`src/rtl/triangle_wave_ctrl_pkg.sv`:
```
// Shared types and command-word layout for the triangle-wave sequencer.
// Command word is {periods, step, peak}, MSB to LSB.
package triangle_wave_ctrl_pkg;

  typedef enum logic [1:0] {
    IDLE = 2'd0,
    LOAD = 2'd1,
    RUN  = 2'd2
  } state_t;

  localparam int DEF_DATA_WIDTH   = 12;
  localparam int DEF_PERIOD_WIDTH = 8;

  function automatic int cmd_width(int data_w, int period_w);
    return 2 * data_w + period_w;
  endfunction

  function automatic int peak_lsb(int data_w);
    return 0;
  endfunction

  function automatic int step_lsb(int data_w);
    return data_w;
  endfunction

  function automatic int periods_lsb(int data_w);
    return 2 * data_w;
  endfunction

  localparam int CMD_WIDTH = cmd_width(DEF_DATA_WIDTH, DEF_PERIOD_WIDTH);

endpackage

```
`src/rtl/triangle_cmd_fifo.sv`:
```
// Command queue: synchronous FIFO with registered level and a flush input.
// A push while full is accepted only when a pop frees a slot in the same cycle.
module triangle_cmd_fifo #(
  parameter int DEPTH = 4,
  parameter int WIDTH = 32
) (
  input  logic                     clk,
  input  logic                     rst,
  input  logic                     flush,
  input  logic                     push,
  input  logic [WIDTH-1:0]         push_data,
  input  logic                     pop,
  output logic [WIDTH-1:0]         head,
  output logic                     full,
  output logic                     empty,
  output logic [$clog2(DEPTH):0]   level
);

  localparam int PTR_W = $clog2(DEPTH);
  localparam int LVL_W = PTR_W + 1;

  logic [WIDTH-1:0] mem [DEPTH];
  logic [PTR_W-1:0] wr_ptr;
  logic [PTR_W-1:0] rd_ptr;
  logic             push_ok;
  logic             pop_ok;

  assign full    = (level == LVL_W'(DEPTH));
  assign empty   = (level == '0);
  assign pop_ok  = pop && !empty;
  assign push_ok = push && (!full || pop_ok);
  assign head    = mem[rd_ptr];

  always_ff @(posedge clk) begin
    if (push_ok && !flush && !rst) begin
      mem[wr_ptr] <= push_data;
    end
  end

  always_ff @(posedge clk) begin
    if (rst || flush) begin
      wr_ptr <= '0;
      rd_ptr <= '0;
      level  <= '0;
    end else begin
      if (push_ok) wr_ptr <= wr_ptr + 1'b1;
      if (pop_ok)  rd_ptr <= rd_ptr + 1'b1;
      case ({push_ok, pop_ok})
        2'b10:   level <= level + 1'b1;
        2'b01:   level <= level - 1'b1;
        default: level <= level;
      endcase
    end
  end

endmodule

```
`src/rtl/triangle_wave_ctrl.sv`:
```
// Sequencer/configurator for the triangle-wave generator: queues commands and plays them in order.
// Optional replay mode under macro TRIANGLE_WAVE_CTRL_LOOP_EN (re-queues each completed command).
module triangle_wave_ctrl
  import triangle_wave_ctrl_pkg::*;
#(
  parameter int CMD_DEPTH    = 4,
  parameter int DATA_WIDTH   = 12,
  parameter int PERIOD_WIDTH = 8
) (
  input  logic                                 ref_clk,
  input  logic                                 rst,
  input  logic                                 enable,
  input  logic                                 abort,
  input  logic                                 cmd_valid,
  output logic                                 cmd_ready,
  input  logic [2*DATA_WIDTH+PERIOD_WIDTH-1:0] cmd_data,
  output logic                                 cmd_err,
  output logic [$clog2(CMD_DEPTH):0]           cmd_level,
  input  logic                                 loop_en,
  output logic [DATA_WIDTH-1:0]                cfg_peak,
  output logic [DATA_WIDTH-1:0]                cfg_step,
  output logic                                 gen_load,
  output logic                                 gen_enable,
  input  logic                                 gen_period_done,
  output logic                                 busy,
  output logic                                 seq_done
);

  localparam int CMD_W       = cmd_width(DATA_WIDTH, PERIOD_WIDTH);
  localparam int PEAK_LSB    = peak_lsb(DATA_WIDTH);
  localparam int STEP_LSB    = step_lsb(DATA_WIDTH);
  localparam int PERIODS_LSB = periods_lsb(DATA_WIDTH);

  state_t                  state;
  state_t                  state_nxt;
  logic [CMD_W-1:0]        head;
  logic [CMD_W-1:0]        push_data;
  logic                    fifo_full;
  logic                    fifo_empty;
  logic                    fifo_push;
  logic                    fifo_pop;
  logic                    accept;
  logic                    cmd_bad;
  logic                    last_period;
  logic                    repush;
  logic [DATA_WIDTH-1:0]   in_peak;
  logic [DATA_WIDTH-1:0]   in_step;
  logic [PERIOD_WIDTH-1:0] in_periods;
  logic [PERIOD_WIDTH-1:0] cur_periods;
  logic [PERIOD_WIDTH-1:0] period_cnt;

  assign in_peak    = cmd_data[PEAK_LSB +: DATA_WIDTH];
  assign in_step    = cmd_data[STEP_LSB +: DATA_WIDTH];
  assign in_periods = cmd_data[PERIODS_LSB +: PERIOD_WIDTH];
  assign cmd_bad    = (in_step == '0) || (in_periods == '0) || (in_step > in_peak);

  assign last_period = (state == RUN) && gen_period_done && (period_cnt == PERIOD_WIDTH'(1));

`ifdef TRIANGLE_WAVE_CTRL_LOOP_EN
  assign repush = last_period && loop_en && !abort;
`else
  logic unused_loop_en;
  assign unused_loop_en = loop_en;
  assign repush = 1'b0;
`endif

  // The replay write owns the queue tail in its cycle, so the host is held off.
  assign cmd_ready = !fifo_full && !repush;
  assign accept    = cmd_valid && cmd_ready;
  assign fifo_push = !abort && (repush || (accept && !cmd_bad));
  assign push_data = repush ? {cur_periods, cfg_step, cfg_peak} : cmd_data;

  triangle_cmd_fifo #(
    .DEPTH (CMD_DEPTH),
    .WIDTH (CMD_W)
  ) u_fifo (
    .clk       (ref_clk),
    .rst       (rst),
    .flush     (abort),
    .push      (fifo_push),
    .push_data (push_data),
    .pop       (fifo_pop),
    .head      (head),
    .full      (fifo_full),
    .empty     (fifo_empty),
    .level     (cmd_level)
  );

  always_comb begin
    state_nxt = state;
    fifo_pop  = 1'b0;
    case (state)
      IDLE: begin
        if (enable && !fifo_empty) begin
          fifo_pop  = 1'b1;
          state_nxt = LOAD;
        end
      end
      LOAD: state_nxt = RUN;
      RUN: begin
        if (last_period) begin
          if (enable && !fifo_empty) begin
            fifo_pop  = 1'b1;
            state_nxt = LOAD;
          end else begin
            state_nxt = IDLE;
          end
        end
      end
      default: state_nxt = IDLE;
    endcase
    if (abort) begin
      state_nxt = IDLE;
      fifo_pop  = 1'b0;
    end
  end

  always_ff @(posedge ref_clk) begin
    if (rst) begin
      state       <= IDLE;
      cfg_peak    <= '0;
      cfg_step    <= '0;
      cur_periods <= '0;
      period_cnt  <= '0;
      cmd_err     <= 1'b0;
      seq_done    <= 1'b0;
    end else begin
      state    <= state_nxt;
      cmd_err  <= accept && cmd_bad && !abort;
      seq_done <= last_period && (state_nxt == IDLE) && !abort;
      if (fifo_pop) begin
        cfg_peak    <= head[PEAK_LSB +: DATA_WIDTH];
        cfg_step    <= head[STEP_LSB +: DATA_WIDTH];
        cur_periods <= head[PERIODS_LSB +: PERIOD_WIDTH];
      end
      if (abort) begin
        period_cnt <= '0;
      end else if (state == LOAD) begin
        period_cnt <= cur_periods;
      end else if ((state == RUN) && gen_period_done && (period_cnt != '0)) begin
        period_cnt <= period_cnt - 1'b1;
      end
    end
  end

  assign gen_load   = (state == LOAD);
  assign gen_enable = (state == RUN);
  assign busy       = (state != IDLE);

endmodule

```
`config.mk`:
```
export PLATFORM = sky130hd
export DESIGN_NAME = triangle_wave_ctrl
export DESIGN_NICKNAME = d
export VERILOG_FILES = /design/src/rtl/triangle_wave_ctrl_pkg.sv /design/src/rtl/triangle_cmd_fifo.sv /design/src/rtl/triangle_wave_ctrl.sv
export SDC_FILE = /design/constraint.sdc
export NUM_CORES = 1
export LEC_CHECK = 0
export ABC_AREA = 1
export BUFFER_PORTS_ARGS = -buffer_cell sky130_fd_sc_hd__buf_4
export CAP_MARGIN = 20
export CORE_UTILIZATION = 25
export CTS_CLUSTER_DIAMETER = 200
export DETAILED_ROUTE_END_ITERATION = 8
export SYNTH_ARGS = -nofsm -noshare
export SYNTH_HDL_FRONTEND = slang
export SYNTH_SLANG_ARGS = --single-unit
export TNS_END_PERCENT = 20
```
`constraint.sdc`:
```
create_clock -name ref_clk -period 5.66 [get_ports ref_clk]
set_input_delay 1.132 -clock ref_clk [delete_from_list [all_inputs] [get_ports ref_clk]]
set_output_delay 1.132 -clock ref_clk [all_outputs]
set_load 0.005 [all_outputs]
```
=== Word level (Yosys, flattened, before mapping) ===
Memory sizes are Yosys's and may differ from the RTL's. A register that Yosys moved wholly into a read port is not among the register bits.
Cells that the tools add are included.

* $add $sub $neg: 5
* Magnitude comparators: 1
* Equal/unequal tests: 6
* Mux-type cells: 14
* Reduce and logical (&&, ||, !) cells: 34

{| class="wikitable"
|+ Operator list
! cell !! count
|-
| $mux W8 || 2
|-
| $logic_and A1 B1 Y1 || 15
|-
| $gt A12 B12 Y1 || 1
|-
| $logic_not A12 Y1 || 1
|-
| $eq A8 B1 Y1 const B || 1
|-
| $logic_not A8 Y1 || 1
|-
| $reduce_bool A8 Y1 || 1
|-
| $sub A8 B1 Y8 const B || 1
|-
| $mux W1 || 6
|-
| $mux W2 || 3
|-
| $pmux W2 S3 || 1
|-
| $pmux W3 S2 || 1
|-
| $reduce_bool A2 Y1 || 3
|-
| $logic_not A1 Y1 || 5
|-
| $add A2 B1 Y2 const B || 2
|-
| $eq A2 B1 Y1 const B || 2
|-
| $eq A2 B2 Y1 const B || 2
|-
| $logic_not A2 Y1 || 2
|-
| $logic_or A1 B1 Y1 || 4
|-
| $add A3 B1 Y3 const B || 1
|-
| $eq A3 B3 Y1 const B || 1
|-
| $logic_not A3 Y1 || 1
|-
| $sub A3 B1 Y3 const B || 1
|-
| $pmux W1 S2 || 1
|-
| $reduce_or A2 Y1 || 1
|}

* Bits in registers: 19
* Memory bits (writable): 128
* Input bits: 39
* Output and inout bits: 33
* Logic and storage cells: 68
* Memories kept: 1

{| class="wikitable"
|+ Memories
! name !! depth !! width !! read ports !! clocked after Yosys merged registers in !! write ports !! line !! RTL
|-
| u_fifo.mem || 4 || 32 || 1 || 1 || 1 || triangle_cmd_fifo.sv:22 || <nowiki>logic [WIDTH-1:0] mem [DEPTH];</nowiki>
|}

=== Depth between registers and ports, before layout ===
Gate-level depths: netlist of the first run.

* Depth in word-level cells: 14
* Mapped depth: 18
* Mapped depth without buffers: 18

=== By module ===
From an unflattened synthesis of the first run, not the netlist that was laid out.

* Cell total of the unflattened synthesis: 746
* Area, all modules: 7,721.2 µm²

{| class="wikitable"
|+ By module, submodules not included
! module !! times used !! cells an instance !! area an instance (µm²) !! seq. area each (µm²)
|-
| triangle_cmd_fifo || 1 || 376 || 5,226.3 || 4,023.9
|-
| triangle_wave_ctrl || 1 || 370 || 2,494.9 || 880.8
|}

=== Worst setup path after synthesis of the first run ===
No wires, ideal clock.

* Path kind: input port to flip-flop
* Start point: in cmd_data[11]
* End point: mem u_fifo.mem[0][0], enable pin
* Library setup time: 0.421 ns
* Arrival: 3.480 ns
* Required time: 5.239 ns
* Slack: 1.759 ns
* Cell stages on the path: 12
* Path buffers: 0
* Path through: inv_1 -> ha_1 -> nand2_1 -> inv_1 -> nand2_1 -> nor2_1 -> nand4_1 -> nand2_1 -> nand2_1 -> inv_1 -> nand3_1 -> nor2_1

* Cells in the longest elaborated chain, start to end: 10

{| class="wikitable"
|+ RTL lines
! what !! line !! RTL
|-
| start, declared || triangle_wave_ctrl.sv:16 || <nowiki>input logic [2*DATA_WIDTH+PERIOD_WIDTH-1:0] cmd_data,</nowiki>
|-
| $gt A12 B12 Y1 || triangle_wave_ctrl.sv:55 || <nowiki>assign cmd_bad = (in_step == '0) || (in_periods == '0) || (in_step > in_peak);</nowiki>
|-
| $logic_or A1 B1 Y1 || triangle_wave_ctrl.sv:55 ||
|-
| $logic_not A1 Y1 || triangle_wave_ctrl.sv:70 || <nowiki>assign fifo_push = !abort && (repush || (accept && !cmd_bad));</nowiki>
|-
| $logic_and A1 B1 Y1 (2 in a row) || triangle_wave_ctrl.sv:70 ||
|-
| $logic_and A1 B1 Y1 || triangle_cmd_fifo.sv:31 || <nowiki>assign push_ok = push && (!full || pop_ok);</nowiki>
|-
| $logic_and A1 B1 Y1 (2 in a row) || triangle_cmd_fifo.sv:35 || <nowiki>if (push_ok && !flush && !rst) begin</nowiki>
|-
| $mux W1 || triangle_cmd_fifo.sv:35 ||
|-
| $mux W1 (implied by the code) || triangle_cmd_fifo.sv:36 || <nowiki>mem[wr_ptr] <= push_data;</nowiki>
|-
| end, declared || triangle_cmd_fifo.sv:22 ||
|}

No other way between the ends.

=== Final worst setup path of the first run ===
* Start point: in abort
* End point: reg u_fifo.level[2]

* Cells in the longest elaborated chain, start to end: 6
* Elaborated cells on any way between the ends: 11
* Classes of those cells: eq/ne: 2; mux: 2; reduce/logical: 7

{| class="wikitable"
|+ RTL lines
! what !! line !! RTL
|-
| start, declared || triangle_wave_ctrl.sv:13 || <nowiki>input logic abort,</nowiki>
|-
| $mux W1 || triangle_wave_ctrl.sv:112 || <nowiki>if (abort) begin</nowiki>
|-
| $logic_and A1 B1 Y1 || triangle_cmd_fifo.sv:30 || <nowiki>assign pop_ok = pop && !empty;</nowiki>
|-
| $logic_or A1 B1 Y1 || triangle_cmd_fifo.sv:31 ||
|-
| $logic_and A1 B1 Y1 || triangle_cmd_fifo.sv:31 ||
|-
| $eq A2 B1 Y1 or $eq A2 B2 Y1 (tied branches) || triangle_cmd_fifo.sv:48 || <nowiki>case ({push_ok, pop_ok})</nowiki>
|-
| $pmux W3 S2 or $reduce_bool A2 Y1 (tied branches) || n/a ||
|-
| end signal, assigned || triangle_cmd_fifo.sv:49 || <nowiki>2'b10: level <= level + 1'b1;</nowiki>
|-
| end signal, assigned || triangle_cmd_fifo.sv:50 || <nowiki>2'b01: level <= level - 1'b1;</nowiki>
|-
| end signal, assigned || triangle_cmd_fifo.sv:51 || <nowiki>default: level <= level;</nowiki>
|-
| end, declared || triangle_cmd_fifo.sv:16 || <nowiki>output logic [$clog2(DEPTH):0] level</nowiki>
|}

Several ways; a longest one is shown, not always the timed one.
A chain may end at the register's enable or synchronous reset.

==> results of run 1 <==
==> final cells by class <==
cell class | instances | area, um^2
repair buffers | 78 | 606
clock inverters | 10 | 184
well taps | 384 | 480
fillers | 2911 | 19900
inverters | 51 | 196
clock buffers | 22 | 454
flip-flops and latches | 179 | 4870
multi-input cells | 415 | 2130
==> cell usage in the layout (no fill, tap or decap), drive strengths merged, types with 14 or more instances in the layout <==
cell      n
o21ai   103
dfxtp    51
nor2    163
clkbuf   22
edfxtp  128
buf      78
a21oi    14
ha       20
inv      51
nand2    49
o22ai    32
==> cells by family after synthesis <==
kind of cell	after synthesis	synth area share (%)
fa+ha+maj	21	3.69
flops	179	66.4
compound gates	159	11.7
buf+inv	80	4.70
simple gates	230	12.9
xor+xnor	5	0.598
==> flip-flops by register name (all words and copies together) (netlist names), 2 cells and up <==
name,flops
cur_periods,8
u_fifo.rd_ptr,2
state,2
u_fifo.level,3
period_cnt,8
u_fifo.mem,128
cfg_step,12
u_fifo.wr_ptr,2
cfg_peak,12
==> path summary, 6_finish.rpt <==
path	cells past startpoint	slack [ns]	end	start
max	13	2.45	u_fifo.level[2]$_SDFFE_PP0P_	abort
max reg2reg	14	2.90	u_fifo.level[2]$_SDFFE_PP0P_	period_cnt[4]$_SDFFE_PP0P_
min reg2reg	2	0.48	cfg_step[1]$_SDFFE_PP0N_	cfg_step[1]$_SDFFE_PP0N_
min	2	0.48	cfg_step[1]$_SDFFE_PP0N_	cfg_step[1]$_SDFFE_PP0N_
==> layer usage <==
layer / up-vias / GRT usage [%] / wire [um]
li1: 2470 / - / -
met1: 2352 / 14.3 / 7620
met2: 87 / 19.9 / 8560
met4: 0 / 3.80 / 199
met3: 14 / 2.46 / 682
met5: - / 0 / 0
==> power breakdown <==
part,internal [W],leakage [nW],switching (W)
Combinational,0.0000437,1.41,0.0000677
Sequential,0.00141,1.57,0.00000433
Clock,0.000795,0.305,0.000475
==> worst max-delay path, stage by stage <==
cell,delay [ns]
buf_4,0.11
inv_1,0.06
nand3_1,0.07
a31oi_1,0.30
nand2_4,0.34
inv_6,0.36
ha_1,0.20
inv_1,0.06
fa_1,0.38
a21oi_1,0.15
o21ai_0,0.11
o21ai_0,0.16
a21oi_1,0.05
==> stage by stage <==
| step | utilization (%) | std cells |
|---|---|---|
| global route | 31.0 | 1139 |
| CTS | 30.9 | 1138 |
| detailed placement | 28.7 | 1106 |
| global placement | 28.7 | 1106 |
| floorplan | - | 674 |
| finish | 31.0 | 1139 |
==> impl_metrics.json, run 1 <==
{
  "root_buffer": "clkbuf_16",
  "grtUsageTotal_pct": 11.5,
  "ys_ff_latch": 179,
  "placementRows": 62,
  "avgViaCountPerCell": 4.32,
  "period_needed_ns": 3.21,
  "grt_pass1_wl_mm": 26.2,
  "dp_hpwl_mm": 10.5,
  "grt_overflow": 0,
  "power.total_w": 0.00280,
  "final_cell_area_mm2": 0.00891,
  "status": "finished, final reports clean",
  "ir_drop_mv": 0.265,
  "synth_top_flop_cell": "edfxtp_1",
  "place_area_mm2": 0.00825,
  "maxCapViolations": 0,
  "yosys.area.top_type": "edfxtp_1",
  "yosysSeqAreaShare_pct": 66.4,
  "min_period_over_period_pct": 56.7,
  "antenna_found_initial": 0,
  "critPathMaxFanout": 36,
  "synth_top_area_share_pct": 52.5,
  "core_area_mm2": 0.0288,
  "path_clk_slew_ns": 0.06,
  "synth-edff-count": 128,
  "syn_avg_cell_area_um2": 10.9,
  "via_count": 4923,
  "drt_pass1_iterations": 4,
  "start_kind": "primary input",
  "numCtsBuffers": 17,
  "yosysMostFrequentCell": "nor2_1",
  "finalSetupTns_ns": 0,
  "clock_skew_ns": 0.00716,
  "setup_ws_ns": 2.45,
  "grt_setup_unrepaired": "false",
  "synthTopCellsByArea": "edfxtp_1 52%, dfxtp_1 14%, nor2_1 8.1%, o21ai_0 6.6%, ha_1 3.4%",
  "num_io_pins": 72,
  "port_buffers": 70,
  "area_growth_pct": 21.7,
  "synth_warnings": 0,
  "tightest_slew_ns": 1.04,
  "antennaDiodeCount": 0,
  "whs_ns": 0.484,
  "ctsHoldBuffers": 0,
  "cts-resized-gates": 0,
  "endpoint_kind": "flip-flop",
  "drtIter0Drc": 225,
  "drc": 0,
  "criticalPathCategory": "primary input to flip-flop",
  "power_leakage_nw": 3.28,
  "die_area_mm2": 0.0300,
  "place_congestion": 0.750,
  "synthArstFlopShare_pct": 0,
  "grt_pass1_vias": 4707,
  "yosysUniqueCellTypes": 37,
  "synth_cells": 674,
  "post-place-ws_ns": 2.01,
  "max_freq_ghz": 0.312,
  "required_ns": 5.97,
  "htreeDepth": 4,
  "grt_max_degree": 67,
  "cts_buffer_depth": 2,
  "power_density_mw_per_mm2": 314,
  "cts_setup_buffers": 0,
  "setup-violations-final": 0,
  "cts_sinks": 179,
  "die_y_um": 173,
  "synth_area_mm2": 0.00733,
  "synth_common_cells": "159 x nor2_1, 128 x edfxtp_1, 97 x o21ai_0",
  "start_util_pct": 25.5,
  "max-slew-margin-rel_pct": 30.8,
  "tritoncts": "built",
  "postRouteAntennaNets": 0,
  "wl_mm": 17.1,
  "die_w_um": 173,
  "post_route_cells_drive_above_1_share_pct": 16.3,
  "drv_slew": 0,
  "clk_latency_ns": 0.43,
  "synth_fp_nets": 734,
  "nets": 802,
  "hold_viol_final": 0,
  "min_path_type": "flip-flop to flip-flop",
  "critPathArrivalTime_ns": 3.52,
  "wl_per_cell_um": 15.0
}
Power figures use the tool's default switching activity.
==> inputs of run 2 (changes only) <==
Clock period 5.66 ns to 2.87 ns, I/O delays scaled along.
==> run 2 against run 1 <==
- flip-flop and latch count unchanged
- power rose by 97%
- via count increased by 2.6%
- highest routed layer unchanged
==> impl_metrics.json, run 2 (synthesized netlist as in run 1, its figures left out) <==
{
  "status": "finished, final reports clean",
  "cpLargestDelayFamily": "adder cells",
  "hold_start": "rst",
  "area_growth_pct": 23.7,
  "postRouteAntennaNets": 0,
  "maxCapViolations": 0,
  "ctsHoldBuffers": 0,
  "setup-violations-final": 0,
  "grt_setup_unrepaired": "false",
  "grt_max_degree": 66,
  "port_buffers": 70,
  "via_count": 5050,
  "tritoncts": "built",
  "r2r_setup_slack_ns": 0.71,
  "hold_viol_final": 0,
  "htreeDepth": 4,
  "post_route_cells_drive_above_1_share_pct": 18.4,
  "period_needed_ns": 2.52,
  "wl_mm": 17.1,
  "mostFrequentLayoutCells": "155 x nor2_1, 128 x edfxtp_1, 97 x o21ai_0, 89 x buf_4, 50 x dfxtp_1",
  "reg2reg_to": "u_fifo.level[2]$_SDFFE_PP0P_",
  "final_common_cell": "nor2_1",
  "start_util_pct": 25.5,
  "crit_buf_inv": 4,
  "wl_per_cell_um": 14.8,
  "die_w_um": 173,
  "setup_ws_ns": 0.350,
  "required_ns": 3.19,
  "ir_drop_mv": 0.330,
  "cts_buffer_depth": 2,
  "crit_chain": "buf_4 -> inv_1 -> ha_1 -> nand2_1 -> inv_1 -> nand2_1 -> nor2_1 -> nand2_1 -> nand3_1 -> nand2_1 -> nand3_1 -> ha_1 -> inv_1 -> fa_1 -> a21oi_1 -> o21ai_0 -> o21ai_0 -> a21oi_1",
  "numCtsBuffers": 17,
  "drtIter0Drc": 357,
  "critPathMaxFanout": 3,
  "grtUsageTotal_pct": 11.7,
  "cp_common_cell": "nand2_1",
  "cts_sinks": 179,
  "cts_setup_buffers": 0,
  "antennaDiodeCount": 0,
  "antenna_found_initial": 0,
  "num_io_pins": 72,
  "max-slew-margin-rel_pct": 56.7,
  "drv_slew": 0,
  "crit_slowest_cell": "fa_1",
  "path_clk_slew_ns": 0.07,
  "place_congestion": 0.751,
  "holdPathStages": 2,
  "worstRegToRegCells": 14,
  "clk_latency_ns": 0.43,
  "grt_pass1_wl_mm": 26.7,
  "hold-path-endpoint": "state[0]$_SDFF_PP0_",
  "tightest_slew_ns": 0.648,
  "rr_startpoint": "period_cnt[4]$_SDFFE_PP0P_",
  "power_density_mw_per_mm2": 607,
  "grt_pass1_vias": 4868,
  "post-place-ws_ns": -0.115,
  "die_y_um": 173,
  "avgViaCountPerCell": 4.38,
  "min_period_over_period_pct": 87.8,
  "largest_registers": "u_fifo.mem x128, cfg_peak x12, cfg_step x12",
  "clock_skew_ns": 0.00905,
  "critPathArrivalTime_ns": 2.84,
  "grt_overflow": 0,
  "nets": 818,
  "dp_hpwl_mm": 10.8,
  "placementRows": 62,
  "criticalPathCategory": "primary input to flip-flop",
  "root_buffer": "clkbuf_16",
  "min_path_type": "primary input to flip-flop",
  "largest_reg_flops": 128,
  "core_area_mm2": 0.0288,
  "drc": 0,
  "final-instance-count-excl-fill": 1154,
  "die_area_mm2": 0.0300,
  "cts-resized-gates": 0,
  "cp_slowest_stage_delay_ns": 0.39,
  "endpoint_kind": "flip-flop",
  "power_leakage_nw": 3.36,
  "start_kind": "primary input",
  "max_freq_ghz": 0.397,
  "dp_cells": 1123,
  "regMostFlops": "u_fifo.mem",
  "drt_pass1_iterations": 4
}
run 2: cell count changes in the layout (fill, tap and decap cells not counted), sizes merged:
cell	previous run	this run
buf	78	94
bufinv	5	4
clkbuf	22	17
inv	51	56
run 2: final cells by class:
class / count / area, um^2
multi-input combinational: 415 / 2130
tap: 384 / 480
sequential: 179 / 4870
fill: 2866 / 19700
timing repair buffer: 94 / 768
clock inverter: 14 / 200
clock buffer: 17 / 425
inverter: 51 / 196
run 2: per-layer routing:
metal,track usage (%),part of all wire [%],up-vias
met5,0,0,-
met4,4.35,1.4,0
li1,-,-,2505
met3,2.51,4.7,20
met1,14.6,44,2417
met2,20.0,50,108
run 2: power by group:
group	total [W]	internal, W	switching (W)
logic	0.000237	0.0000997	0.000137
clock network	0.00247	0.00147	0.00100
registers	0.00280	0.00279	0.00000844
total	0.00551	0.00436	0.00115
run 2: worst max path at each step:
| stage | start | endpoint | slack (ns) | depth (start not counted) |
|---|---|---|---|---|
| final | cmd_data[11] | u_fifo.level[2]$_SDFFE_PP0P_ | 0.35 | 18 |
| after global routing | cmd_data[11] | u_fifo.level[2]$_SDFFE_PP0P_ | 0.04 | 18 |
| after CTS | cmd_data[11] | u_fifo.level[2]$_SDFFE_PP0P_ | 0.33 | 18 |
| after detailed placement | cmd_data[11] | u_fifo.level[2]$_SDFFE_PP0P_ | -0.11 | 18 |
| after global placement | cmd_data[23] | u_fifo.level[2]$_SDFFE_PP0P_ | -0.06 | 17 |
| after floorplan | cmd_data[11] | u_fifo.mem[0][0]$_DFFE_PP_ | -0.47 | 12 |
run 2: per-stage QoR:
stage | power, W | cell area (um^2) | utilization [%] | setup TNS [ns] | hold slack (ns)
floorplan | 0.00296 | 7330 | - | -60.50 | 0.449
global placement | 0.00309 | 8440 | 29.3 | -0.0625 | 0.469
detailed placement | 0.00309 | 8440 | 29.3 | -0.115 | 0.473
CTS | 0.00556 | 9060 | 31.5 | 0 | 0.317
global route | 0.00568 | 9060 | 31.5 | 0 | 0.329
finish | 0.00551 | 9060 | 31.5 | 0 | 0.337
==> inputs of run 3 (changes only) <==
Clock period 2.87 ns to 2.5 ns, I/O delays scaled along.
==> run 3 against run 2 <==
- register-to-register slack got worse by 0.32 ns
- clock power rose by 7%
- clock-buffer cell count did not move
- hold slack got worse by 0.082 ns
- non-clock buffer count rose by 12
==> impl_metrics.json, run 3 (synthesized netlist as in run 1, its figures left out) <==
{
  "drtIter0Drc": 270,
  "post-place-ws_ns": -0.406,
  "power_leakage_nw": 3.38,
  "hold_viol_final": 0,
  "antenna_found_initial": 1,
  "setup-violations-final": 0,
  "path_clk_slew_ns": 0.07,
  "htreeDepth": 4,
  "drc": 0,
  "numCtsBuffers": 17,
  "max-slew-margin-rel_pct": 58.4,
  "period_needed_ns": 2.33,
  "wl_per_cell_um": 14.7,
  "cts_sinks": 179,
  "final_common_cell": "nor2_1",
  "start_util_pct": 25.5,
  "clock_skew_ns": 0.00738,
  "port_buffers": 70,
  "critPathMaxFanout": 5,
  "whs_ns": 0.255,
  "maxCapViolations": 0,
  "grt_setup_unrepaired": "false",
  "grtUsageTotal_pct": 11.7,
  "grt_overflow": 0,
  "largest_reg_flops": 128,
  "cts_setup_buffers": 0,
  "min_path_type": "primary input to flip-flop",
  "drv_slew": 0,
  "die_w_um": 173,
  "area_growth_pct": 24.4,
  "mostFrequentLayoutCells": "154 x nor2_1, 128 x edfxtp_1, 102 x buf_4, 95 x o21ai_0, 50 x dfxtp_1",
  "placementRows": 62,
  "power.total_w": 0.00614,
  "drt_pass1_iterations": 4,
  "endpoint_kind": "flip-flop",
  "clk_latency_ns": 0.43,
  "grt_pass1_wl_mm": 26.9,
  "regMostFlops": "u_fifo.mem",
  "dp_hpwl_mm": 11.2,
  "place_congestion": 0.766,
  "holdPathStages": 2,
  "ir_drop_mv": 0.465,
  "tightest_slew_ns": 0.624,
  "max_freq_ghz": 0.429,
  "avgViaCountPerCell": 4.36,
  "grt_pass1_vias": 4909,
  "cts_buffer_depth": 2,
  "worstRegToRegCells": 14,
  "required_ns": 2.82,
  "via_count": 5097,
  "criticalPathCategory": "primary input to flip-flop",
  "min_period_over_period_pct": 93.2,
  "core_area_mm2": 0.0288,
  "die_area_mm2": 0.0300,
  "die_y_um": 173,
  "status": "finished, final reports clean",
  "start_kind": "primary input",
  "post_route_cells_drive_above_1_share_pct": 20.1,
  "final_util_pct": 31.7,
  "tritoncts": "built",
  "wl_mm": 17.2,
  "root_buffer": "clkbuf_16",
  "setup_ws_ns": 0.170,
  "grt_max_degree": 66,
  "critPathArrivalTime_ns": 2.65,
  "power_density_mw_per_mm2": 674,
  "nets": 830,
  "largest_registers": "u_fifo.mem x128, cfg_peak x12, cfg_step x12",
  "postRouteAntennaNets": 0,
  "num_io_pins": 72
}
## run 3: changes by cell type in the layout (fill, tap and decap cells not counted), moves of 2 or more
cell and change:
buf_4 +13, o21ai_1 +2, o21ai_0 -2, clkinvlp_4 +2, clkinv_2 -2, bufinv_16 -3, inv_8 +3
## run 3: timing repair
item / in CTS / in global routing
endpoints found under the hold margin: 0 / 0
endpoints found under the setup margin: 0 / 1
hold buffers: 0 / 0
resized for setup: 0 / 4
## run 3: critical path, stage by stage
cell	delay, ns
buf_4	0.11
inv_1	0.06
ha_1	0.29
nand2_1	0.06
inv_1	0.05
nand2_1	0.09
nor2_2	0.14
nand2_1	0.06
nand3_1	0.07
nand2_2	0.10
nand3_1	0.11
ha_1	0.14
inv_1	0.06
fa_1	0.38
a21oi_1	0.15
o21ai_1	0.10
o21ai_1	0.13
a21oi_1	0.05
## run 3: area by class of cell
| cell class | instances | area [um^2] |
|---|---|---|
| clock buffer | 17 | 425 |
| clock inverter | 15 | 165 |
| timing repair buffer | 106 | 846 |
| antenna | 1 | 2.50 |
| tap | 384 | 480 |
| fill | 2913 | 19700 |
| inverter | 51 | 196 |
| multi-input combinational | 415 | 2130 |
| sequential | 179 | 4870 |
## run 3: report_power, final
part | internal, W | switching, W
clock | 0.00142 | 0.00122
sequential | 0.00320 | 0.00000954
combinational | 0.000128 | 0.000162
total | 0.00475 | 0.00139
## run 3: metrics by stage
step	area, um^2	TNS (ns)	cells
after floorplan	7340	-39.64	674
after detailed placement	8520	-28.47	1135
final	9110	0	1168
after CTS	9110	0	1167
after global placement	8520	-27.61	1135
after global routing	9110	0	1168
## run 3: final timing paths
path | startpoint | endpoint | slack, ns
min | rst | state[0]$_SDFF_PP0_ | 0.25
max | cmd_data[11] | u_fifo.level[2]$_SDFFE_PP0P_ | 0.17
max reg2reg | period_cnt[4]$_SDFFE_PP0P_ | u_fifo.level[2]$_SDFFE_PP0P_ | 0.39
min reg2reg | cfg_peak[7]$_SDFFE_PP0N_ | cfg_peak[7]$_SDFFE_PP0N_ | 0.48
## run 3: metal layers
layer  share of wire, %  track usage (%)  vias up  wire (um)
li1                   -                -     2534          -
met5                  0                0        -          0
met3                4.4             1.80       18        751
met1                 44             14.5     2426       7520
met2                 51             20.4      119       8700
met4                1.5             4.90        0        254
